--- config.mk ---
export PLATFORM = sky130hd
export DESIGN_NAME = sram1024x8_req_ctrl
export DESIGN_NICKNAME = d
export VERILOG_FILES = /design/src/rtl/sram1024x8_req_ctrl.sv
export SDC_FILE = /design/constraint.sdc
export NUM_CORES = 1
export LEC_CHECK = 0
export ABC_AREA = 1
export CORE_MARGIN = 8
export CORE_UTILIZATION = 45
export DETAILED_ROUTE_END_ITERATION = 8
export PLACE_DENSITY = 0.75
export REMOVE_ABC_BUFFERS = 1
export SLEW_MARGIN = 20
export SYNTH_ARGS = -nofsm -noshare
export SYNTH_HDL_FRONTEND = slang
export SYNTH_SLANG_ARGS = --single-unit
--- constraint.sdc ---
create_clock -name CLK -period 1.7 [get_ports CLK]
set_clock_uncertainty 0.05 [all_clocks]
set_input_delay 0.255 -clock CLK [delete_from_list [all_inputs] [get_ports CLK]]
set_output_delay 0.255 -clock CLK [all_outputs]
set_load 0.05 [all_outputs]
--- src/rtl/sram1024x8_req_ctrl.sv ---
// Valid/ready request front end for a 1024x8 bit-masked SRAM macro. It runs a clear
// sweep after reset and on request, and queues read data in a credit-checked response FIFO.
module sram1024x8_req_ctrl #(
  parameter bit          INIT_ON_RESET = 1'b1,
  parameter logic [7:0]  INIT_VALUE    = 8'h00,
  parameter int unsigned RSP_DEPTH     = 4
) (
  input  logic       CLK,
  input  logic       RSTN,
  input  logic       req_valid,
  output logic       req_ready,
  input  logic       req_we,
  input  logic [9:0] req_addr,
  input  logic [7:0] req_wdata,
  input  logic [7:0] req_wmask,
  output logic       rsp_valid,
  input  logic       rsp_ready,
  output logic [7:0] rsp_rdata,
  input  logic       clr_req,
  output logic       busy,
  output logic       CEN,
  output logic       GWEN,
  output logic [7:0] WEN,
  output logic [9:0] A,
  output logic [7:0] D,
  input  logic [7:0] Q
);
  localparam int unsigned   PW       = $clog2(RSP_DEPTH);
  localparam int unsigned   CW       = $clog2(RSP_DEPTH + 1);
  localparam logic [PW-1:0] LAST_PTR = PW'(RSP_DEPTH - 1);
  localparam logic [CW:0]   DEPTH_C  = (CW+1)'(RSP_DEPTH);

  typedef enum logic [1:0] {ST_INIT, ST_RUN, ST_DRAIN} state_t;
  localparam state_t RESET_STATE = INIT_ON_RESET ? ST_INIT : ST_RUN;

  state_t        state_q, state_d;
  logic [9:0]    sweep_cnt_q, sweep_cnt_d;
  logic          rd_inflight_q, rd_inflight_d;
  logic [9:0]    a_q, a_d;
  logic [7:0]    d_q, d_d;
  logic [PW-1:0] wr_ptr_q, wr_ptr_d, rd_ptr_q, rd_ptr_d;
  logic [CW-1:0] count_q, count_d;
  logic [7:0]    mem_q [RSP_DEPTH];
  logic [CW:0]   credits_used;
  logic          fire, push, pop;
  logic          cen_c, gwen_c;
  logic [7:0]    wen_c;

  // Handshake and FIFO status: req_ready depends only on registered state.
  always_comb begin
    credits_used = {1'b0, count_q} + (CW+1)'(rd_inflight_q);
    req_ready    = RSTN && (state_q == ST_RUN) && (credits_used < DEPTH_C);
    busy         = (state_q != ST_RUN);
    fire         = req_valid && req_ready;
    rsp_valid    = (count_q != '0);
    rsp_rdata    = mem_q[rd_ptr_q];
    push         = rd_inflight_q;
    pop          = rsp_valid && rsp_ready;
  end

  always_comb begin
    cen_c         = 1'b1;
    gwen_c        = 1'b1;
    wen_c         = '1;
    a_d           = a_q;
    d_d           = d_q;
    sweep_cnt_d   = sweep_cnt_q;
    state_d       = state_q;
    rd_inflight_d = fire && !req_we;
    unique case (state_q)
      ST_INIT: begin
        cen_c       = 1'b0;
        gwen_c      = 1'b0;
        wen_c       = '0;
        a_d         = sweep_cnt_q;
        d_d         = INIT_VALUE;
        sweep_cnt_d = sweep_cnt_q + 10'd1;
        if (sweep_cnt_q == '1) state_d = ST_RUN;
      end
      ST_RUN: begin
        cen_c  = !fire;
        gwen_c = !req_we;
        wen_c  = req_we ? ~req_wmask : '1;
        if (fire) begin
          a_d = req_addr;
          d_d = req_wdata;
        end
        if (clr_req) state_d = ST_DRAIN;
      end
      ST_DRAIN: begin
        if (!rd_inflight_q) begin
          state_d     = ST_INIT;
          sweep_cnt_d = '0;
        end
      end
      default: state_d = RESET_STATE;
    endcase
  end

  // a_d/d_d are the driven address/data; registering them keeps A and D quiet while idle.
  always_comb begin
    CEN  = RSTN ? cen_c  : 1'b1;
    GWEN = RSTN ? gwen_c : 1'b1;
    WEN  = RSTN ? wen_c  : '1;
    A    = RSTN ? a_d    : '0;
    D    = RSTN ? d_d    : '0;
  end

  always_comb begin
    wr_ptr_d = wr_ptr_q;
    rd_ptr_d = rd_ptr_q;
    count_d  = count_q;
    if (push) wr_ptr_d = (wr_ptr_q == LAST_PTR) ? '0 : wr_ptr_q + PW'(1);
    if (pop)  rd_ptr_d = (rd_ptr_q == LAST_PTR) ? '0 : rd_ptr_q + PW'(1);
    unique case ({push, pop})
      2'b10:   count_d = count_q + CW'(1);
      2'b01:   count_d = count_q - CW'(1);
      default: count_d = count_q;
    endcase
  end

  always_ff @(posedge CLK or negedge RSTN) begin
    if (!RSTN) begin
      state_q       <= RESET_STATE;
      sweep_cnt_q   <= '0;
      rd_inflight_q <= 1'b0;
      a_q           <= '0;
      d_q           <= '0;
      wr_ptr_q      <= '0;
      rd_ptr_q      <= '0;
      count_q       <= '0;
    end else begin
      state_q       <= state_d;
      sweep_cnt_q   <= sweep_cnt_d;
      rd_inflight_q <= rd_inflight_d;
      a_q           <= a_d;
      d_q           <= d_d;
      wr_ptr_q      <= wr_ptr_d;
      rd_ptr_q      <= rd_ptr_d;
      count_q       <= count_d;
    end
  end

  // Macro Q is valid one edge after the read was accepted.
  always_ff @(posedge CLK) begin
    if (push) mem_q[wr_ptr_q] <= Q;
  end

endmodule

### After elaboration in Yosys (flattened, before gate mapping)

Memory sizes are Yosys's and may differ from the RTL's.
Index checks and enable logic that the tools add are counted.

| word-level totals | value |
|---|---|
| memories kept | 1 |
| register bits after elaboration | 38 |
| bits of input ports | 40 |
| word-level logic and storage cells | 65 |
| bits in writable memories | 32 |
| output and inout port bits | 39 |

| operators by class | value |
|---|---|
| mux-type cells | 24 |
| equality and inequality tests | 11 |
| bitwise gates (word level) | 1 |
| reduce and logical (&&, ||, !) cells | 13 |
| $lt $le $gt $ge | 1 |
| add/subtract/negate cells | 6 |

Memories:

| name | words | width | read ports | clocked after memory_dff | write ports | RTL line | source |
|---|---|---|---|---|---|---|---|
| mem_q | 4 | 8 | 1 | 0 | 1 | 43 | `logic [7:0] mem_q [RSP_DEPTH];` |

Operator list:

| kind | count |
|---|---|
| $pmux W10 S2 | 2 |
| $mux W8 | 4 |
| $pmux W8 S2 | 2 |
| $mux W10 | 3 |
| $add A10 B1 Y10 const B | 1 |
| $eq A10 B10 Y1 const B | 1 |
| $mux W2 | 5 |
| $eq A2 B2 Y1 const B | 4 |
| $not A8 Y8 | 1 |
| $ne A2 B2 Y1 const B | 3 |
| $pmux W2 S3 | 1 |
| $pmux W3 S2 | 1 |
| $logic_and A1 B1 Y1 | 5 |
| $add A2 B1 Y2 const B | 2 |
| $add A3 B1 Y4 | 1 |
| $eq A2 B1 Y1 const B | 2 |
| $lt A4 B3 Y1 const B | 1 |
| $mux W1 | 4 |
| $pmux W1 S2 | 2 |
| $reduce_bool A2 Y1 | 2 |
| $add A3 B1 Y3 const B | 1 |
| $reduce_and A3 Y1 | 1 |
| $reduce_bool A3 Y1 | 1 |
| $sub A3 B1 Y3 const B | 1 |
| other kinds (4) | 5 |

### Logic depth before layout (Yosys ltp)

| depth | value |
|---|---|
| word-level depth | 7 |
| gate-level depth with buffers | 10 |
| gate-level depth less buffers | 9 |

### Worst setup path after synthesis

Ideal clock, no wire load.

| timing path | value |
|---|---|
| path kind | reg2out |
| from | register state_q[0] |
| to | output port WEN[6] |
| cell stages (with the launch flop) | 7 |
| arrival | 1991 ps |
| required time | 1395 ps |
| setup slack | -596 ps |
| path buffers | 0 |
| cells stage by stage | dfrtp_1 inv_2 nor2_1 nand2_1 inv_1 o21ai_1 o21bai_1 |

| on the way | value |
|---|---|
| word-level cells in the longest chain between the ends | 3 |
| elaborated cells on any way between the ends | 4 |

Ends and longest elaborated chain:

| item | RTL line | source |
|---|---|---|
| start, declared | 36 | `state_t state_q, state_d;` |
| start signal, assigned | 133 | `state_q <= state_d;` |
| $eq A2 B1 Y1 / $logic_not A2 Y1 (equally long branches) | 70 | `unique case (state_q)` |
| $pmux W8 S2 (*) | 70 |  |
| $mux W8 (*) | 104 | `WEN = RSTN ? wen_c : '1;` |
| end, declared | 23 | `output logic [7:0] WEN,` |

Every way passes the cells marked *; elsewhere a longest branch is shown, timed or not.

### Worst setup path in the final report

| timing path | value |
|---|---|
| from | register state_q[1] |
| to | output port A[3] |

| on the way | value |
|---|---|
| word-level cells in the longest chain between the ends | 7 |
| elaborated cells on any way between the ends | 8 |

Ends and longest elaborated chain:

| item | RTL line | source |
|---|---|---|
| $eq A2 B1 Y1 | 52, 70 |  |
| $logic_and A1 B1 Y1 (2 in series) | 52 | `req_ready = RSTN && (state_q == ST_RUN) && (credits_used < DEPTH_C);` |
| $logic_and A1 B1 Y1 | 54 | `fire = req_valid && req_ready;` |
| $mux W10 | 84 | `if (fire) begin` |
| $pmux W10 S2 (*) | 70 |  |
| $mux W10 (*) | 105 | `A = RSTN ? a_d : '0;` |
| end, declared | 24 | `output logic [9:0] A,` |

Marked as above.

==> results.py <==
metrics = {
    "outcome": {
        "violations": "setup timing",
        "status": "finished with violations",
    },
    "placement": {
        "dpl.cell_count": 638,
        "gp_congestion": 0.847,
        "portBuffers": 78,
        "pre_cts_slack_ps": -465,
        "placed_cell_area_sq_um": 5220,
        "dp.final_hpwl_um": 7230,
    },
    "worst_setup_path": {
        "cpMaxStageDelayCell": "dfrtp_1",
        "r2r_end": "count_q[2]$_DFFE_PN0P_",
        "crit_arrival_ps": 1860,
        "end_kind": "output port",
        "required_ps": 1390,
        "reg2reg_from": "count_q[2]$_DFFE_PN0P_",
        "r2r_cells": 10,
        "cpPeakStageDelay_ps": 400,
        "crit_type": "register to output port",
        "r2r_setup_slack_ps": -90,
        "path_cells": "inv_2 -> nand2_2 -> nor2_4 -> nand3_4 -> buf_12 -> nand2_2 -> nand3_2 -> a21oi_2 -> buf_12",
        "cp-start-kind": "register",
        "crit_path_max_fanout": 8,
    },
    "sta": {
        "min_period_ps": 2160,
        "clock.fmax_mhz": 463,
        "finalHoldViolCount": 0,
        "setup_viol_count_final": 40,
        "setup_ws_ps": -461,
        "finalCritPeriodShare": 1.27,
        "worst_pin_slew_ps": 627,
        "max_slew_margin": 0.580,
        "rsz0062_at_grt": "yes",
        "slew_viol_final": 0,
    },
    "global_route": {
        "grt_pass1_wl_um": 17700,
        "grt_overflow_total": 0,
        "grtUsageMet3": 0.0520,
        "grt_max_degree": 27,
        "globalRouteMet2Util": 0.372,
        "grt_pass1_vias": 3673,
        "grt_usage": 0.197,
        "top_usage_layer": "met2",
        "antenna_found_initial": 0,
        "grtUsageMet1": 0.202,
    },
    "synth": {
        "yosysSeqAreaShare": 0.520,
        "yosys.area_share.adder": 0.0293,
        "synth-simple-area-share": 0.229,
        "ys_warn_count": 0,
        "synth.distinct_cells": 35,
        "async_flop_share": 0.543,
        "avgSynthCellArea_sq_um": 8.69,
        "syn-cell-area_sq_um": 3680,
        "synth_edf_count": 32,
        "synth_xor_area_frac": 0.00476,
        "muxShareOfSynthArea": 0,
        "ys_seq_elements": 70,
        "synth_ff_type": "dfrtp_1",
        "synthCells": 423,
        "synth_compound_area_frac": 0.119,
        "synth_top_family_by_area": "simple AND/OR/NAND/NOR gates",
    },
    "route": {
        "vias": 3561,
        "viasPerCell": 5.31,
        "wl_um": 11500,
        "antenna_left": 0,
        "drcViolationCount": 0,
        "wl_per_cell_um": 17.1,
        "drtIter0Drc": 202,
        "drt-pass1-iter-count": 5,
    },
    "layout": {
        "drive_gt1_frac": 0.436,
        "instances_no_fill": 671,
        "final_cell_area_sq_um": 6130,
        "seq_area_sq_um": 1910,
        "multi_input_area_sq_um": 1910,
        "postLayoutCoreUtil": 0.762,
        "antennaDiodeCount": 0,
        "fillers": 504,
        "nets": 609,
        "area_delta_synth_final_pct": 66.8,
    },
    "die": {
        "io_pins": 79,
        "core_area_sq_um": 8050,
        "die_area_sq_um": 11300,
        "rows": 33,
        "start_util": 0.457,
        "die_x_um": 106,
        "die_h_um": 106,
    },
    "clock_network": {
        "clk_latency_ps": 350,
        "clock_path_buffers": 2,
        "clkTransAtPathRegs_ps": 80,
        "cts_max_level": 3,
        "cts_tree": "yes",
        "cts_root_buf": "clkbuf_8",
        "clock_sinks": 70,
        "cts_inserted_buffers": 9,
    },
    "power_and_ir_drop": {
        "p_total_mw": 7.86,
        "cellPowerDensity_nw_per_um2": 1280,
        "ir_worst_vdd_v": 0.000762,
        "leakage_nw": 2.71,
    },
    "job": {
        "cap_violations": 0,
    },
    "hold_path": {
        "hp-class": "input port to async pin",
    },
}
-- routing by layer --
metal  up-vias  wire length, um
met5         -                0
met4         0              245
met3        29              708
met2       133             6360
met1      1728             4180
li1       1671                -
-- through the flow --
step	hold slack, ps	TNS (ps)
after floorplan	-90.6	-42010
final	201	-11390
after detailed placement	248	-5310
after global routing	213	-14220
after CTS	193	-10840
after global placement	252	-4870
-- power breakdown --
group          total, mW  switching [mW]  leakage [nW]  internal (mW)
sequential          2.20           0.202         0.785           1.99
combinational       4.49            2.43          1.84           2.06
clock               1.18           0.656        0.0820          0.524
-- cells in the final DEF (no fill, tap or decap), drive strengths merged, types with 2 or more instances in the layout --
master / netlist / routed
buf: 10 / 106
edfxtp: 32 / 32
a21oi: 17 / 17
o221ai: 2 / 2
ha: 7 / 7
o211ai: 2 / 2
nand2: 107 / 107
nand4: 14 / 14
o22ai: 9 / 9
nand3: 22 / 22
clkbuf: 8 / 10
clkinvlp: 0 / 2
dfrtp: 38 / 38
clkdlybuf4s50: 0 / 38
o21bai: 2 / 2
o21ai: 35 / 35
a22oi: 7 / 7
clkinv: 1 / 5
inv: 67 / 67
and2: 2 / 2
nor2: 35 / 35
-- how the worst max path moves through the flow --
stage	startpoint	to	cells after the start
floorplan	state_q[1]$_DFFE_PN0P_	WEN[6]	3
global placement	rsp_ready	count_q[2]$_DFFE_PN0P_	8
detailed placement	rsp_ready	count_q[2]$_DFFE_PN0P_	8
CTS	state_q[1]$_DFFE_PN0P_	A[4]	9
global route	state_q[1]$_DFFE_PN0P_	A[3]	9
finish	state_q[1]$_DFFE_PN0P_	A[3]	9
-- state kept, by name, summed over array words and instances (netlist names) --
register,count
mem_q,32
a_q,10
sweep_cnt_q,10
d_q,8
count_q,3
rd_ptr_q,2
state_q,2
wr_ptr_q,2
push,1
-- critical path: cells and delay by family (launching register included) --
| kind | cells | cell delay, ps |
|---|---|---|
| compound gates | 1 | 210 |
| buf+inv | 3 | 420 |
| flops | 1 | 400 |
| simple gates | 5 | 470 |
-- repair_timing --
item                       CTS  global route
setup buffers                9             4
setup endpoints to repair   40            41
hold endpoints to repair    12             0
gates resized for setup    123            62
pin swaps                   18            17
cloned                       3             0
hold buffers                 1             0
-- final cells by class --
cell class / count / area share
Timing Repair Buffer: 145 / 0.285
Inverter: 68 / 0.0428
Clock buffer: 10 / 0.0208
Tap cell: 105 / 0.0214
Sequential cell: 70 / 0.312
Multi-Input combinational cell: 267 / 0.312
Clock inverter: 6 / 0.00632
-- cell usage after synthesis, drive strengths merged, types with 7 or more instances --
cell type / number / share of area
buf: 10 / 0.020
inv: 67 / 0.068
ha: 7 / 0.024
a21oi: 17 / 0.023
clkbuf: 8 / 0.0082
a22oi: 7 / 0.014
dfrtp: 38 / 0.26
nand4: 14 / 0.024
o22ai: 9 / 0.015
nor2: 35 / 0.040
o21ai: 35 / 0.050
nand3: 22 / 0.044
edfxtp: 32 / 0.26
nand2: 107 / 0.12
-- logic make-up (layout without fill, tap and decap cells) --
kind of cell / after synthesis / count (layout)
fa+ha+maj: 8 / 8
compound gates: 76 / 76
flops: 70 / 70
buf+inv: 86 / 229
xor+xnor: 2 / 2
simple gates: 181 / 181
(Power assumes the default switching activity.)
